--- src/rtl/ps2_kbd_fifo.sv ---
// ps2_kbd_fifo
// Buffered keyboard front end for the LC4 memory-mapped I/O path. Decoded key
// events (already in the SYSTEM_CLOCK domain) are queued in a FIFO and read by
// the processor through the KBSR/KBDR register pair.
//
// Optional feature macro: KBD_AUTOREPEAT_EN
//   defined   - typematic auto-repeat engine re-queues a held key
//   undefined - only key_down pushes, key_up is ignored
//
// Auto-repeat states:
//   state  | meaning
//   IDLE   | no key held, no repeats pending
//   DELAY  | key held, waiting REPEAT_DELAY cycles for the first repeat
//   REPEAT | key held, repeating every REPEAT_PERIOD cycles
//
// Ports:
//   SYSTEM_CLOCK  sole clock, rising edge
//   reset_n       synchronous active-low reset
//   key_down      make-code pulse, key_code valid
//   key_up        break-code pulse, key_code valid
//   key_code      key code for key_down/key_up
//   read_kbsr     processor read of KBSR (clears overflow)
//   read_kbdr     processor read of KBDR (pops the FIFO head)
//   kbsr          {non_empty, overflow, count}
//   kbdr          zero-extended data register (last popped code)
module ps2_kbd_fifo #(
  parameter int DATA_W        = 8,
  parameter int DEPTH         = 8,
  parameter int REPEAT_DELAY  = 1000000,
  parameter int REPEAT_PERIOD = 200000
) (
  input  logic              SYSTEM_CLOCK,
  input  logic              reset_n,
  input  logic              key_down,
  input  logic              key_up,
  input  logic [DATA_W-1:0] key_code,
  input  logic              read_kbsr,
  input  logic              read_kbdr,
  output logic [15:0]       kbsr,
  output logic [15:0]       kbdr
);

  localparam int AW = $clog2(DEPTH);
  localparam int CW = AW + 1;

  logic [DATA_W-1:0] mem [DEPTH];
  logic [AW-1:0]     wr_ptr, rd_ptr;
  logic [CW-1:0]     count;
  logic              overflow;
  logic [DATA_W-1:0] data_reg;

  logic              rpt_push;
  logic [DATA_W-1:0] held_code;

  logic              push_req, empty, full, do_push, do_pop, ovf_set;
  logic [DATA_W-1:0] push_code;

`ifdef KBD_AUTOREPEAT_EN
  typedef enum logic [1:0] {IDLE, DELAY, REPEAT} state_t;

  localparam int TMAX = (REPEAT_DELAY > REPEAT_PERIOD) ? REPEAT_DELAY : REPEAT_PERIOD;
  localparam int TW   = $clog2(TMAX + 1);

  state_t            state, state_nxt;
  logic [TW-1:0]     timer, timer_nxt;
  logic [DATA_W-1:0] held_nxt;

  always_ff @(posedge SYSTEM_CLOCK) begin
    if (!reset_n) begin
      state     <= IDLE;
      timer     <= '0;
      held_code <= '0;
    end else begin
      state     <= state_nxt;
      timer     <= timer_nxt;
      held_code <= held_nxt;
    end
  end

  // A matching key_up in the same cycle the timer expires releases the key
  // without a final repeat.
  always_comb begin
    state_nxt = state;
    timer_nxt = timer;
    held_nxt  = held_code;
    rpt_push  = 1'b0;
    if (key_down) begin
      state_nxt = DELAY;
      held_nxt  = key_code;
      timer_nxt = TW'(REPEAT_DELAY - 1);
    end else if (state != IDLE) begin
      if (key_up && (key_code == held_code)) begin
        state_nxt = IDLE;
      end else if (timer == '0) begin
        rpt_push  = 1'b1;
        state_nxt = REPEAT;
        timer_nxt = TW'(REPEAT_PERIOD - 1);
      end else begin
        timer_nxt = timer - 1'b1;
      end
    end
  end
`else
  logic unused_key_up;
  assign unused_key_up = key_up;
  assign rpt_push      = 1'b0;
  assign held_code     = '0;
`endif

  assign push_req  = key_down | rpt_push;
  assign push_code = key_down ? key_code : held_code;
  assign empty     = (count == '0);
  assign full      = (count == CW'(DEPTH));
  // Pop is ignored on empty, so an empty FIFO with push+pop just takes the push.
  assign do_pop    = read_kbdr && !empty;
  // A full FIFO accepts a push only when the same cycle frees a slot.
  assign do_push   = push_req && (!full || do_pop);
  assign ovf_set   = push_req && full && !do_pop;

  always_ff @(posedge SYSTEM_CLOCK) begin
    if (do_push) mem[wr_ptr] <= push_code;
  end

  always_ff @(posedge SYSTEM_CLOCK) begin
    if (!reset_n) begin
      wr_ptr   <= '0;
      rd_ptr   <= '0;
      count    <= '0;
      overflow <= 1'b0;
      data_reg <= '0;
    end else begin
      if (do_push) wr_ptr <= wr_ptr + 1'b1;
      if (do_pop) begin
        rd_ptr   <= rd_ptr + 1'b1;
        data_reg <= mem[rd_ptr];
      end
      case ({do_push, do_pop})
        2'b10:   count <= count + 1'b1;
        2'b01:   count <= count - 1'b1;
        default: count <= count;
      endcase
      // Set wins over a simultaneous clear.
      if (ovf_set)        overflow <= 1'b1;
      else if (read_kbsr) overflow <= 1'b0;
    end
  end

  assign kbsr = {!empty, overflow, 14'(count)};
  assign kbdr = 16'(data_reg);

endmodule

--- config.mk ---
export PLATFORM = sky130hd
export DESIGN_NAME = ps2_kbd_fifo
export DESIGN_NICKNAME = d
export VERILOG_FILES = /design/src/rtl/ps2_kbd_fifo.sv
export SDC_FILE = /design/constraint.sdc
export NUM_CORES = 1
export LEC_CHECK = 0
export ABC_AREA = 1
export CAP_MARGIN = 0
export CORE_UTILIZATION = 52
export DETAILED_ROUTE_END_ITERATION = 6
export PLACE_DENSITY = 0.75
export SLEW_MARGIN = 10
export SYNTH_ARGS = -nofsm -noshare
export SYNTH_HDL_FRONTEND = slang
export SYNTH_SLANG_ARGS = --single-unit
export TNS_END_PERCENT = 50
--- constraint.sdc ---
create_clock -name SYSTEM_CLOCK -period 2.65 [get_ports SYSTEM_CLOCK]
set_clock_uncertainty 0.15 [all_clocks]
set_input_delay 0.265 -clock SYSTEM_CLOCK [delete_from_list [all_inputs] [get_ports SYSTEM_CLOCK]]
set_output_delay 0.265 -clock SYSTEM_CLOCK [all_outputs]
set_load 0.01 [all_outputs]
Yosys cells after proc, flatten, opt, wreduce, memory -nomap -nowiden
Memories as Yosys holds them, arrays and structs flattened. A register that Yosys moved wholly into a read port is not among the register bits.
Index checks and enable logic that the tools add are counted.
Operators by class
  eq/ne operators: 3
  reductions and logical operators: 12
  add/sub/neg operators: 4
  mux-type cells: 6
Operator list (number)
  two-way mux 8 bit: 1
  case mux 4 bit (2 select lines): 1
  adder 3 x 1 -> 3 bit, second input constant: 2
  adder 4 x 1 -> 4 bit, second input constant: 1
  == test 4 bit, second input constant: 1
  logical AND 1 bit: 4
  logical NOT 1 bit: 4
  logical NOT 4 bit: 1
  two-way mux 1 bit: 4
  nonzero test 2 bit: 2
  subtractor 4 x 1 -> 4 bit, second input constant: 1
  == test 2 x 1 -> 1 bit, second input constant: 1
  == test 2 bit, second input constant: 1
  logical OR 1 bit: 1
Storage, ports and cells
  register bits: 11
  word-level logic and storage cells: 30
  bits of input ports: 14
  memories kept: 1
  RAM bits: 64
Memories
  mem: words 8, width 8, read ports 1, clocked after memory_dff 1, write ports 1, RTL line 46  | logic [DATA_W-1:0] mem [DEPTH];

Logic depth before layout (Yosys ltp)
Gate-level depths: netlist of run 1.
  depth after elaboration: 7
  gate-level depth with buffers: 14
  gate-level depth less buffers: 14

Worst setup path before layout of run 1
OpenSTA, ideal clock, no wires.
  path type: register -> register
  from: register count[3]
  to: register count[2]
  period minus slack after synthesis: 2018 ps
  setup time: 115 ps
  path slack: 632 ps
  data arrival time: 1752 ps
  cell stages (with the launch flop): 14
  required time: 2385 ps
  path through: dfxtp_1 inv_1 nor2_1 nand3_2 nand2_4 ha_1 nand2_1 inv_1 nor2_2 ha_1 a21oi_1 xnor2_1 o21ai_0 inv_1
On the way
  cells in the longest elaborated chain, start to end: 7
  elaborated cells on any way between the ends: 11
RTL lines
  start, declared: RTL line 48  | logic [CW-1:0] count;
  start signal, assigned: RTL line 138  | 2'b10: count <= count + 1'b1;
  start signal, assigned: RTL line 139  | 2'b01: count <= count - 1'b1;
  start signal, assigned: RTL line 140  | default: count <= count;
  logical NOT 4 bit: RTL line 112  | assign empty = (count == '0);
  logical NOT 1 bit: RTL line 115  | assign do_pop = read_kbdr && !empty;
  logical AND 1 bit: RTL line 115
  logical OR 1 bit: RTL line 117  | assign do_push = push_req && (!full || do_pop);
  logical AND 1 bit: RTL line 117
  == test 2 x 1 -> 1 bit or == test 2 bit (tied branches): RTL line 137  | case ({do_push, do_pop})
  case mux 4 bit (2 select lines) or nonzero test 2 bit (tied branches)
Several ways; a longest one is shown, not always the timed one.
A chain may end at the register's enable or synchronous reset.

Final worst setup path of run 1
  from: register count[0]
  to: register count[2]
On the way
  cells in the longest elaborated chain, start to end: 7
  elaborated cells on any way between the ends: 13
RTL lines
  logical NOT 4 bit *: RTL line 112
  logical NOT 1 bit *: RTL line 115
  logical AND 1 bit *: RTL line 115
  net do_pop: RTL line 55  | logic push_req, empty, full, do_push, do_pop, ovf_set;
  logical OR 1 bit: RTL line 117
  logical AND 1 bit: RTL line 117
  == test 2 x 1 -> 1 bit or == test 2 bit (tied branches): RTL line 137
  case mux 4 bit (2 select lines) or nonzero test 2 bit (tied branches)
The timed path passes the listed nets; every way through them passes the cells marked *.

==> impl_metrics.toml, run 1 <==
[routing]
drc_errors = 0
vias = 2614
drt_iter0_markers = 173
drt-vias-per-instance = 4.77
first_pass_iters = 4
wl_per_cell_um = 13.3
detail-route-antenna-nets = 0
wl_um = 7300

[clock_tree]
cts_buffers = 9
ctsResizeCount = 0
clk_path_buf_depth = 2
cts-root-buf = "clkbuf_8"
post_cts_buffers = 0
numClockSinks = 83
clkSlewWorstSetupHoldPaths_ns = 0.08
clock_latency_ns = 0.35
h-tree-depth = 3
cts_hold_buf = 0
cts_tree = "done"

[global_routing]
use_met1_pct = 26.9
gr-total-overflow = 0
grt_max_degree = 35
groute.usage.overall_pct = 20.4
antenna_found_initial = 0
busiest_layer = "met2"
grt_pass1_wl_um = 11400
met3_usage_pct = 5.54
met2_usage_pct = 31.6
grt_pass1_vias = 2275

[timing]
final_hold_viol_count = 0
setup_viol = 0
layout_min_cycle_time_ns = 2.15
worst_pin_slew_ns = 0.564
whs_ns = 0.317
final.period_utilization_pct = 81.2
final_max_slew_viol_count = 0
tns_ns = 0
rsz0062_at_grt = "no"
max_freq_mhz = 464
maxSlewHeadroom_pct = 62.3

[run]
cap_viol_max_count = 0

[setup_path]
cp_slowest_cell = "dfxtp_1"
path_class = "reg2reg"
cp_common_cell = "ha_1"
critPathRequiredTime_ns = 2.75
critPathMaxStageDelay_ns = 0.39
r2r.worst_path.cells = 12
cp_max_fo = 14
startpoint_type = "flop"
crit_arrival_ns = 2.26
end_kind = "flop"
cp_cell_sequence = "nor2_4, nand3_4, nand2_4, inv_4, ha_1, nor2_1, nor2_2, ha_1, a21oi_1, xnor2_1, o21ai_0, inv_1"

[layout]
stdcell_area_sq_mm = 0.00442
fin_nets = 463
final_common_cell = "nand2_1"
final_layout_size_suffix_gt1_share_pct = 12.5
final_cell_mix = "nand2_1, inv_1, edfxtp_1, nand3_1, clkdlybuf4s50_1"
largest_register_ff_count = 64
diodes = 0
area_growth_pct = 11.8

[floorplanning]
start_util_pct = 54.2
num_io_pins = 46
die_area_sq_mm = 0.00795
die_h_um = 89.2
fp.dieW_um = 89.2
placementRows = 31
core_area_sq_mm = 0.00729

[logic_synthesis]
ys_ff_latch = 83
syn_area_per_cell_sq_um = 9.64
syn_area_sq_mm = 0.00395
yosysWarnings = 0
synth_cell_types = 29
synth-edff-count = 64
synth_cells = 410
synth-main-ff-cell = "edfxtp_1"
ys_seq_area_share_pct = 58.2
synthArstFlopShare_pct = 0

[placed_design]
place.gp.congestion = 0.799
portBuffers = 26
placed_cell_area_sq_mm = 0.00423
dpl.hpwl_um = 4850

[worst_hold_path]
hp-class = "reg2reg"
hold_depth = 2

[power]
p_per_area_mw_per_mm2 = 832
leakage_uw = 0.00194
irDropWorstVdd_uv = 374

[run_status]
status = "finished, final reports clean"
-- path summary, 6_finish.rpt --
check / to / slack, ns / startpoint
hold reg to reg: overflow / 0.32 / overflow
setup reg to reg: count[2] / 0.50 / count[0]
setup / recovery: count[2] / 0.50 / count[0]
hold / removal: overflow / 0.32 / overflow
-- layer usage --
metal  share of wire [%]  wire length [um]
met1                  43              3160
met2                  48              3530
met3                 6.7               487
met4                 1.7               121
met5                   0                 0
-- metrics by stage --
step | util (%) | power (uW) | cells | worst slack (ns)
after floorplan | - | 2540 | 427 | 0.632
after global routing | 60.6 | 3910 | 548 | 0.288
after global placement | 58.0 | 2810 | 532 | 0.300
after CTS | 60.6 | 3700 | 548 | 0.483
after detailed placement | 58.0 | 2840 | 532 | 0.230
final | 60.6 | 3680 | 548 | 0.497
-- logic make-up after synthesis --
| logic type | after synthesis | share of synthesized area, % |
|---|---|---|
| AND/OR/NAND/NOR | 187 | 21.5 |
| buffers and inverters | 107 | 14.0 |
| flip-flops | 83 | 58.2 |
| AO/OA/AOI/OAI | 24 | 3.99 |
| adder cells (fa/ha/maj) | 5 | 1.58 |
| XOR/XNOR | 3 | 0.665 |
| other | 1 | 0.0949 |
-- cells in the mapped netlist, types with 2 or more instances --
master	count	area (sq um)
nand2_4	2	22.5
nor2_1	13	48.8
a21oi_1	7	35.0
nand2_1	104	390
nand3_2	2	20.0
buf_2	5	25.0
dfxtp_1	19	380
xnor2_1	2	17.5
edfxtp_1	64	1920
inv_2	2	7.51
inv_4	2	12.5
ha_1	5	62.6
inv_1	69	259
nand3_1	52	260
buf_4	20	150
o21ai_0	7	35.0
a21oi_2	10	87.6
buf_6	7	78.8
nand2_2	8	50.1
-- worst max-delay path, delay by kind of cell (launching register included) --
kind / cells / cell delay [ns]
buf+inv: 2 / 0.09
xor+xnor: 1 / 0.09
compound gates: 2 / 0.29
fa+ha+maj: 2 / 0.38
simple gates: 5 / 0.66
flops: 1 / 0.39
-- area by class of cell --
| type | count | area, sq um |
|---|---|---|
| fill | 621 | 2870 |
| sequential | 83 | 2300 |
| multi-input combinational | 237 | 1160 |
| timing repair buffer | 39 | 358 |
| inverter | 74 | 283 |
| clock buffer | 9 | 124 |
| tap | 99 | 124 |
| clock inverter | 7 | 67.6 |
-- report_power, final --
part           total [uW]  internal, uW  switching, uW
combinational        1190           470            718
sequential           1620          1530           92.3
clock                 872           432            440
total                3680          2430           1250
Power figures use the tool's default switching activity.
==> run 2, diff against run 1 <==
- CORE_UTILIZATION: 52 -> 50
- clock period: 2.65 -> 1.9 ns (I/O delays scaled with it)
==> run 2 against run 1 <==
The flow now finishes with violations (setup timing). Sequential share of layout area fell by 1.4 points. Combinational power rose by 61%. Sequential power rose by 39%. Power rose by 43%. Clock power rose by 28%. Die area rose by 3.9%. Critical path type unchanged. Critical endpoint unchanged.
==> impl_metrics.toml, run 2 (synthesis results as in run 1) <==
[worst_hold_path]
hp-class = "reg2reg"

[global_routing]
grt_pass1_vias = 2531
grt_max_degree = 35
use_met1_pct = 26.6
met3_usage_pct = 4.71
busiest_layer = "met2"
grt_pass1_wl_um = 12500
met2_usage_pct = 31.8
gr-total-overflow = 0
antenna_found_initial = 0
groute.usage.overall_pct = 20.0

[timing]
final.period_utilization_pct = 100
rsz0062_at_grt = "yes"
tns_ns = -0.00339
fin_ws_ns = -0.00339
final_hold_viol_count = 0
final_max_slew_viol_count = 0
setup_viol = 1
layout_min_cycle_time_ns = 1.90
max_freq_mhz = 525

[layout]
final_layout_size_suffix_gt1_share_pct = 18.2
fillCellCount = 653
final_util_pct = 59.3
diodes = 0
largest_register_ff_count = 64
area_growth_pct = 15.4
final_cell_mix = "nand2_1, inv_1, edfxtp_1, nand3_1, clkdlybuf4s50_1"
regArea_sq_mm = 0.00231
fin_nets = 475
multi_input_area_sq_mm = 0.00122
final_common_cell = "nand2_1"

[run_status]
status = "complete, but fails checks"
violations = "setup timing"

[clock_tree]
clock_latency_ns = 0.36
h-tree-depth = 3
numClockSinks = 83
cts_tree = "done"
clkSlewWorstSetupHoldPaths_ns = 0.09
cts-root-buf = "clkbuf_8"
clk_path_buf_depth = 2
cts_buffers = 9

[floorplanning]
core_area_sq_mm = 0.00769
placementRows = 32
num_io_pins = 46
start_util_pct = 51.4
die_area_sq_mm = 0.00826
fp.dieW_um = 90.9
die_h_um = 90.9

[run]
cap_viol_max_count = 0

[routing]
wl_um = 7850
drt-vias-per-instance = 4.92
first_pass_iters = 4
drc_errors = 0
vias = 2769
wl_per_cell_um = 13.9
detail-route-antenna-nets = 0
drt_iter0_markers = 299

[placed_design]
portBuffers = 26
post-place-ws_ns = -0.249
place.gp.congestion = 0.863
dpl.hpwl_um = 5490

[setup_path]
critPathMaxStageDelay_ns = 0.36
cp_slowest_cell = "dfxtp_4"
cp_cell_sequence = "nor2_4, nand3_4, nand2_4, inv_4, ha_4, nand2_2, inv_2, nor2_4, ha_2, a21oi_2, xnor2_1, o21ai_1, inv_1"
cp_max_fo = 4
startpoint_type = "flop"
r2r_slack_ns = -0.003
crit_buf_inv = 3
critPathTopFamily = "simple AND/OR/NAND/NOR gates"
crit_arrival_ns = 2.02
end_kind = "flop"
cp_common_cell = "nor2_4"
critPathRequiredTime_ns = 2.01
path_class = "reg2reg"

[power]
p_total_uw = 5270
irDropWorstVdd_uv = 789
p_per_area_mw_per_mm2 = 1160
leakage_uw = 0.00199
==> run 2: path summary, 6_finish.rpt <==
kind               start           to  cells past startpoint
max             count[1]     count[2]                     13
min          data_reg[4]  data_reg[4]                      2
max reg2reg     count[1]     count[2]                     13
min reg2reg  data_reg[4]  data_reg[4]                      2
==> run 2: timing repair <==
item | in CTS | in global routing
endpoints found under the hold margin | 0 | 0
setup endpoints to repair | 2 | 14
buffers inserted | 0 | 1
hold buffers | 0 | 0
gates resized for setup | 2 | 9
pin swaps | 1 | 9
cloned | 0 | 0
==> run 2: per-stage QoR <==
| step | hold WS (ns) | cells | area (sq um) |
|---|---|---|---|
| after detailed placement | 0.311 | 546 | 4330 |
| final | 0.319 | 563 | 4560 |
| after CTS | 0.315 | 562 | 4520 |
| after global routing | 0.330 | 563 | 4560 |
| after floorplan | 0.166 | 427 | 4040 |
| after global placement | 0.302 | 546 | 4330 |
==> run 2: worst min-delay path, stage by stage, from the launching register on <==
cell and delay (ns):
dfxtp_1 0.32, nand2_2 0.07, a21oi_2 0.04
==> run 2: report_power, final <==
| group | total, uW | switching (uW) | internal, uW |
|---|---|---|---|
| Sequential | 2250 | 108 | 2140 |
| Clock | 1120 | 648 | 467 |
| Combinational | 1910 | 1110 | 799 |
==> run 2: per-layer routing <==
layer / wire length (um) / vias to the layer above
met5: 0 / -
met4: 140 / 0
met3: 381 / 14
met2: 3830 / 96
met1: 3490 / 1307
li1: - / 1352
==> run 2: area by class of cell <==
cell class              instances  share of cell area, %
clock buffers                   9                   2.72
clock inverters                 7                  0.960
inverters                      74                   6.20
multi-input cells             237                   26.8
flip-flops and latches         83                   50.7
well taps                     102                   2.80
repair buffers                 51                   9.82
